===== src/rtl/centroid_tracker_pkg.sv =====
// Shared pixel-pipeline definitions: tracker state encoding and default widths.
package centroid_tracker_pkg;

  localparam int DEF_X_W   = 11;
  localparam int DEF_Y_W   = 10;
  localparam int DEF_DIV_W = 32;

  typedef enum logic {
    ACCUM  = 1'b0,
    DIVIDE = 1'b1
  } state_t;

endpackage


===== src/rtl/centroid_tracker_divider.sv =====
// Unsigned restoring divider, one quotient bit per cycle; only the low RES_W
// quotient bits are published, and only when the whole division is finished.
module centroid_tracker_divider
  import centroid_tracker_pkg::*;
#(
  parameter int DIV_W = DEF_DIV_W,
  parameter int RES_W = DEF_X_W
) (
  input  logic             clk_in,
  input  logic             rst_in,
  input  logic             start,
  input  logic [DIV_W-1:0] dividend,
  input  logic [DIV_W-1:0] divisor,
  output logic             busy,
  output logic             done,
  output logic [RES_W-1:0] quotient
);

  localparam int CNT_W = $clog2(DIV_W + 1);

  logic [CNT_W-1:0] cnt;
  logic [DIV_W-1:0] quot_r, rem_r, div_r;
  logic [DIV_W-1:0] quot_nx, rem_nx;
  logic [DIV_W:0]   rem_sh, diff;

  // Shift in the next dividend bit, trial-subtract, restore on borrow.
  always_comb begin
    rem_sh = {rem_r, quot_r[DIV_W-1]};
    diff   = rem_sh - {1'b0, div_r};
    if (diff[DIV_W]) begin
      rem_nx  = rem_sh[DIV_W-1:0];
      quot_nx = {quot_r[DIV_W-2:0], 1'b0};
    end else begin
      rem_nx  = diff[DIV_W-1:0];
      quot_nx = {quot_r[DIV_W-2:0], 1'b1};
    end
  end

  always_ff @(posedge clk_in) begin
    if (rst_in) begin
      busy     <= 1'b0;
      done     <= 1'b0;
      cnt      <= '0;
      quotient <= '0;
    end else begin
      done <= 1'b0;
      if (start && !busy) begin
        busy <= 1'b1;
        cnt  <= CNT_W'(DIV_W);
      end else if (busy) begin
        cnt <= cnt - CNT_W'(1);
        if (cnt == CNT_W'(1)) begin
          busy     <= 1'b0;
          done     <= 1'b1;
          quotient <= quot_nx[RES_W-1:0];
        end
      end
    end
  end

  // Working registers are pure datapath; the handshake above gates their use.
  always_ff @(posedge clk_in) begin
    if (start && !busy) begin
      quot_r <= dividend;
      rem_r  <= '0;
      div_r  <= divisor;
    end else if (busy) begin
      quot_r <= quot_nx;
      rem_r  <= rem_nx;
    end
  end

endmodule


===== src/rtl/centroid_tracker.sv =====
// Accumulates masked pixel coordinates over a frame and divides by the pixel
// count at end of frame to produce the blob centroid.
module centroid_tracker
  import centroid_tracker_pkg::*;
#(
  parameter int X_W   = DEF_X_W,
  parameter int Y_W   = DEF_Y_W,
  parameter int DIV_W = DEF_DIV_W
) (
  input  logic           clk_in,
  input  logic           rst_in,
  input  logic [X_W-1:0] x_in,
  input  logic [Y_W-1:0] y_in,
  input  logic           valid_in,
  input  logic           tabulate_in,
  output logic [X_W-1:0] x_out,
  output logic [Y_W-1:0] y_out,
  output logic           valid_out
);

  state_t           state;
  logic [DIV_W-1:0] sum_x, sum_y, count;
  logic [DIV_W-1:0] sum_x_nx, sum_y_nx, count_nx;
  logic [DIV_W-1:0] snap_x_p1, snap_y_p1, snap_cnt_p1;
  logic             start_p1;
  logic             busy_x, busy_y, done_x, done_y;

  // A pixel coincident with tabulate_in still belongs to the closing frame.
  always_comb begin
    sum_x_nx = sum_x + (valid_in ? DIV_W'(x_in) : '0);
    sum_y_nx = sum_y + (valid_in ? DIV_W'(y_in) : '0);
    count_nx = count + (valid_in ? DIV_W'(1) : '0);
  end

  always_ff @(posedge clk_in) begin
    if (rst_in) begin
      state    <= ACCUM;
      sum_x    <= '0;
      sum_y    <= '0;
      count    <= '0;
      start_p1 <= 1'b0;
    end else begin
      start_p1 <= 1'b0;
      if (tabulate_in) begin
        sum_x <= '0;
        sum_y <= '0;
        count <= '0;
        if (state == ACCUM && count_nx != '0) begin
          state    <= DIVIDE;
          start_p1 <= 1'b1;
        end
      end else begin
        sum_x <= sum_x_nx;
        sum_y <= sum_y_nx;
        count <= count_nx;
      end
      if (state == DIVIDE && !start_p1 && !busy_x && !busy_y)
        state <= ACCUM;
    end
  end

  // Stage p1: frame totals held for the dividers to load.
  always_ff @(posedge clk_in) begin
    if (tabulate_in && state == ACCUM && count_nx != '0) begin
      snap_x_p1   <= sum_x_nx;
      snap_y_p1   <= sum_y_nx;
      snap_cnt_p1 <= count_nx;
    end
  end

  // Both dividers share start and latency, so they finish together.
  centroid_tracker_divider #(.DIV_W(DIV_W), .RES_W(X_W)) u_div_x (
    .clk_in   (clk_in),
    .rst_in   (rst_in),
    .start    (start_p1),
    .dividend (snap_x_p1),
    .divisor  (snap_cnt_p1),
    .busy     (busy_x),
    .done     (done_x),
    .quotient (x_out)
  );

  centroid_tracker_divider #(.DIV_W(DIV_W), .RES_W(Y_W)) u_div_y (
    .clk_in   (clk_in),
    .rst_in   (rst_in),
    .start    (start_p1),
    .dividend (snap_y_p1),
    .divisor  (snap_cnt_p1),
    .busy     (busy_y),
    .done     (done_y),
    .quotient (y_out)
  );

  assign valid_out = done_x & done_y;

endmodule


===== config.mk =====
export PLATFORM = sky130hd
export DESIGN_NAME = centroid_tracker
export DESIGN_NICKNAME = d
export VERILOG_FILES = /design/src/rtl/centroid_tracker_pkg.sv /design/src/rtl/centroid_tracker_divider.sv /design/src/rtl/centroid_tracker.sv
export SDC_FILE = /design/constraint.sdc
export NUM_CORES = 1
export LEC_CHECK = 0
export BUFFER_PORTS_ARGS = -buffer_cell sky130_fd_sc_hd__buf_4
export CAP_MARGIN = 10
export CORE_MARGIN = 10
export CORE_UTILIZATION = 50
export CTS_CLUSTER_SIZE = 16
export DETAILED_ROUTE_END_ITERATION = 10
export MAX_ROUTING_LAYER = met4
export PLACE_DENSITY = 0.63
export SLEW_MARGIN = 20
export SYNTH_ARGS = -nofsm -noshare
export SYNTH_HDL_FRONTEND = slang
export SYNTH_HIERARCHICAL = 1
export SYNTH_SLANG_ARGS = --single-unit

===== constraint.sdc =====
create_clock -name clk_in -period 6 [get_ports clk_in]
set_input_delay 0.3 -clock clk_in [delete_from_list [all_inputs] [get_ports clk_in]]
set_output_delay 0.3 -clock clk_in [all_outputs]
set_load 0.01 [all_outputs]

# ---- Word level (Yosys, flattened, before mapping)
# Cells that the tools add are included.
dict set report word_totals {
  in_bits 25
  latch_bits 0
  rom_bits 0
  elab_cells 88
  out_inout_bits 22
  n_memories 0
  reg_bits 423
  ram_bits 0
}
dict set report classes {
  n_bitwise 7
  shift 0
  n_addsub 7
  n_lt_le_gt_ge 0
  multipliers 0
  n_reduce_logical 24
  eq_ne 2
  n_mux 24
  div 0
}
# op n
set ops {}
lappend ops {{2-to-1 mux 32 bit} 6}
lappend ops {{subtractor 33 x 32 -> 33 bit} 2}
lappend ops {{adder 32 x 1 -> 32 bit} 1}
lappend ops {{adder 32 x 10 -> 32 bit} 1}
lappend ops {{adder 32 x 11 -> 32 bit} 1}
lappend ops {{nonzero test 32 bit} 1}
lappend ops {{2-to-1 mux 6 bit} 4}
lappend ops {{== test 6 x 1 -> 1 bit (second input constant)} 2}
lappend ops {{2-to-1 mux 1 bit} 12}
lappend ops {{subtractor 6 x 1 -> 6 bit (second input constant)} 2}
lappend ops {{2-to-1 mux 11 bit} 1}
lappend ops {{2-to-1 mux 10 bit} 1}
lappend ops {{OR reduction 2 bit} 5}
lappend ops {{logical AND 1 bit} 8}
lappend ops {{inverter 1 bit} 6}
lappend ops {{AND reduction 3 bit} 2}
lappend ops {{OR reduction 3 bit} 2}
lappend ops {{nonzero test 2 bit} 2}
lappend ops {{logical NOT 1 bit} 3}
lappend ops {{AND reduction 2 bit} 1}
lappend ops {{AND 1 bit} 1}

# ---- Logic depth before layout (Yosys ltp)
dict set report logic_depth {
  ltp_word 5
  depth_mapped 14
  mapped_depth_nobuf 12
}

# ---- Modules after synthesis
# Netlist, hierarchy kept.
# mod cells_per_inst instances area_each_um2 seq_area_each_um2
set modules_own_cells {}
lappend modules_own_cells {centroid_tracker 770 1 8619.5 4844.6}
lappend modules_own_cells {{centroid_tracker_divider (u_div_x)} 612 1 6203.4 2942.8}
lappend modules_own_cells {{centroid_tracker_divider (u_div_y)} 571 1 6069.6 2922.8}

# ---- Worst setup path after synthesis
# OpenSTA, ideal clock, no wires.
dict set report synth_path {
  kind {input to register}
  start {input valid_in}
  end {register snap_cnt_p1[0] (enable)}
  cell_stages 9
  path_slack_ns 1.488
  setup_ns 0.450
  t_arrival_ns 4.062
  path_buffers 0
  cell_sequence {ha_1 -> ha_1 -> nand2_1 -> or4_4 -> or2_2 -> o311a_1 -> nand4_1 -> o31ai_2 -> inv_1}
}
dict set report synth_between {
  elab_chain_cells 4
}
# item line
set synth_rtl {}
lappend synth_rtl {{start: declaration} centroid_tracker.sv:14} ;# input logic valid_in,
lappend synth_rtl {{2-to-1 mux 1 bit} centroid_tracker.sv:32} ;# count_nx = count + (valid_in ? DIV_W'(1) : '0);
lappend synth_rtl {{adder 32 x 1 -> 32 bit} centroid_tracker.sv:32}
lappend synth_rtl {{nonzero test 32 bit} centroid_tracker.sv:64} ;# if (tabulate_in && state == ACCUM && count_nx != '0) begin
lappend synth_rtl {{logical AND 1 bit} centroid_tracker.sv:64}
lappend synth_rtl {{end signal: assignment} centroid_tracker.sv:67} ;# snap_cnt_p1 <= count_nx;
lappend synth_rtl {{end: declaration} centroid_tracker.sv:24} ;# logic [DIV_W-1:0] snap_x_p1, snap_y_p1, snap_cnt_p1;
# Every way passes these cells.
# A chain may end at the register's enable or synchronous reset.

# ---- Worst setup path after layout
dict set report layout_path {
  start {register u_div_y.div_r[0]}
  end {register u_div_y.rem_r[1]}
}
dict set report layout_between {
  elab_chain_cells 2
}
# item line
set layout_rtl {}
lappend layout_rtl {{start: declaration} centroid_tracker_divider.sv:22} ;# logic [DIV_W-1:0] quot_r, rem_r, div_r;
lappend layout_rtl {{start signal: assignment} centroid_tracker_divider.sv:66} ;# div_r <= divisor;
lappend layout_rtl {{subtractor 33 x 32 -> 33 bit} centroid_tracker_divider.sv:29} ;# diff = rem_sh - {1'b0, div_r};
lappend layout_rtl {{2-to-1 mux 32 bit} centroid_tracker_divider.sv:30} ;# if (diff[DIV_W]) begin
lappend layout_rtl {{end signal: assignment} centroid_tracker_divider.sv:69} ;# rem_r <= rem_nx;
lappend layout_rtl {{end: declaration} centroid_tracker_divider.sv:22}
# Every way passes these cells.

==> impl_results.md <==
* Vias/cell at roughly 5.6
* DP Worst Slack at ~1900 ps
* # port buffers at between 40 and 50
* Achievable Freq at between 0.2 and 0.3 GHz
* Number of H-tree levels at 2
* Critical Path Slowest Stage Cell: xor2_2
* Setup TNS at 0 ps
* CTS tree: built
* Multi-input gate area at roughly 0.0094 mm²
* Clk pin slew, worst setup/hold paths at approximately 60 ps
* Worst path required time at 6470 ps
* Routability cong. at roughly 0.86
* RSZ-0062 raised after global routing: no
* Core Area at around 0.041 mm²
* Warnings from Yosys at 6
* Largest area contributor in the synthesized netlist: edfxtp_1
* Crit path DAT at about 4300 ps
* Worst skew pair latency at roughly 580 ps
* Library cells used by synthesis at 88
* Synth Net Count at ~2,100
* Tot GR Track Use at between 10% and 20%
* Die Ht at about 220 µm
* Final hold violations at 0
* Fillers at between 3,000 and 4,000
* Starting Density at roughly half
* Top cells by count, synth: edfxtp_1, dfxtp_1, nand2_1
* Tcrit/Tclk final at a little under two thirds
* Residual DRC at 0
* Post-Syn Instances at between 1,500 and 2,000
* Placed cell area at around 0.022 mm²
* DRT Wirelength at ~45 mm
* Slew Viols, Final at 0
* Clock sinks at ~420
* Share of layout cells above drive strength 1 at about an eighth
* Most used DFF post-synth: edfxtp_1
* CTS max path bufs at 3
* Crit path max fanout at 13
* Critical path's largest stage delay at 860 ps
* Final WS setup at 2190 ps
* CTS Hold Buffers Added at 0
* Synthesized cell area at about 0.021 mm²
* Initial DRC count at 881
* Vias at between 10,000 and 15,000
* Post-synthesis sequential area ratio at about half
* Power, Total at 6880 µW
* Worst VDD drop at 0.284 mV
* Hold Path Class: input port to flop
* CP bufs+invs at 0
* Setup bufs post-CTS at 0
* Post-Syn Area per Cell at between 10 and 15 µm²
* MaxCap Viol Count at 0
* Status: finished clean
* P_leak at 0.00936 µW
* Least-Margin Pin Slew at 1080 ps
* Area growth, synth to finish at 11.3%
* Num CTS Buffers at 46
* Post-synth EDFFs at 224
* Wire per inst at approximately 18 µm
* Die W at ~220 µm
* TritonRoute pass-1 iters at 5
* Top cells by area, synth: edfxtp_1, dfxtp_1, ha_1, xnor2_1, and2_1
* Routed Antenna Nets at 0
* Largest net degree at the start of global routing at a little over 60
* FF+latch area at ~0.011 mm²
* Crit-path cells: ha_1, fa_1, and2b_1, o2111ai_1, a211oi_2, o21a_1, a31oi_4, a21oi_4, xor2_2, nand2_1, a32o_1
* Slew HR at between 20 and 30%
* Fin area at 0.0233 mm²
* First-pass GRT wire length at about 74 mm
* Total global routing overflow at 0
* CP endpoint kind: flop
* Cts repair resizes at 0
* Async SR Flop Fraction at 0%
* Most numerous cell in the Yosys netlist: edfxtp_1
* Initial antenna violation count at 0
* Number of antenna diodes at 0
* Std cell rows at 74
* Vias in the first global route at ~14,000
* Root buf cell: clkbuf_16
* Area share of the largest cell type after synthesis at between 30 and 40%
* Startpoint types: flop
* FF+latch count, synth at 423
* Endpoints failing setup at 0
* Top Ports at 47
* Die area at about 0.050 mm²
* Nets@finish at about 2,100
* Tmin final at 3810 ps
* Power density cells at ~300 mW/mm²
* Crit Path Category: flop to flop
* Final Skew at around 16 ps
* Crit-path leading delay family: compound AO/OA/AOI/OAI gates
* Detailed Place HPWL at approximately 31 mm
-- layer usage --
metal  routed length [µm]  GRT usage, %  share of wire, %
met5                    0             -                 0
met4                  913          5.75               2.0
met3                 1620          2.42               3.6
met2                21100          29.4                47
met1                21700          24.2                48
-- placed cells by master (no fill, tap or decap), drive strengths merged, types with 41 or more instances in the layout --
master,count
edfxtp,224
dfxtp,199
nand2,158
inv,115
and2,114
a21oi,96
nor2,94
ha,91
xnor2,87
o21ai,81
mux2,64
buf,63
nand3,55
xor2,54
clkbuf,51
nor3,47
a21o,41
-- logic make-up (layout without fill, tap and decap cells) --
| kind of cell | after synthesis | count (layout) | share of synthesized area (%) |
|---|---|---|---|
| mux | 101 | 101 | 5.24 |
| buf+inv | 189 | 259 | 3.75 |
| flops | 423 | 423 | 51.3 |
| compound gates | 384 | 384 | 12.5 |
| simple gates | 620 | 620 | 15.4 |
| fa+ha+maj | 95 | 95 | 5.83 |
| xor+xnor | 141 | 141 | 6.04 |
-- power breakdown --
group / total, µW / internal (µW) / switching [µW]
Sequential: 3300 / 3220 / 78.9
Clock: 2910 / 1710 / 1200
Combinational: 670 / 267 / 403
-- metrics by stage --
stage / std cells / util, % / hold slack (ps)
after global placement: 2469 / 52.8 / 445
after detailed placement: 2469 / 52.8 / 454
after global routing: 2555 / 56.6 / 166
after CTS: 2555 / 56.6 / 128
after floorplan: 1953 / - / 369
final: 2555 / 56.6 / 160
-- layout make-up --
cell class                 count  area share (%)
sequential                   423            46.0
multi-input combinational   1341            40.6
clock buffer                  51            5.12
tap                          532            2.86
timing repair buffer          63            2.03
inverter                     110            1.79
clock inverter                35            1.58
-- worst register-to-register path: cells and delay by family, from the launching register on --
kind | cells | cell delay, ps
AO/OA/AOI/OAI | 6 | 1470
XOR/XNOR | 1 | 860
adder cells (fa/ha/maj) | 2 | 630
flip-flops | 1 | 370
AND/OR/NAND/NOR | 2 | 370
-- path summary, 6_finish.rpt --
path                              start                            end  slack [ps]  cells after the start
min reg2reg    snap_cnt_p1[4]$_DFFE_PP_     u_div_y/div_r[4]$_DFFE_PP_         460                      0
max          u_div_y/div_r[0]$_DFFE_PP_  u_div_y/rem_r[1]$_SDFFE_PP0P_        2190                     11
max reg2reg  u_div_y/div_r[0]$_DFFE_PP_  u_div_y/rem_r[1]$_SDFFE_PP0P_        2190                     11
min                             x_in[0]         snap_x_p1[0]$_DFFE_PP_         160                      3
Power figures use the tool's default switching activity.
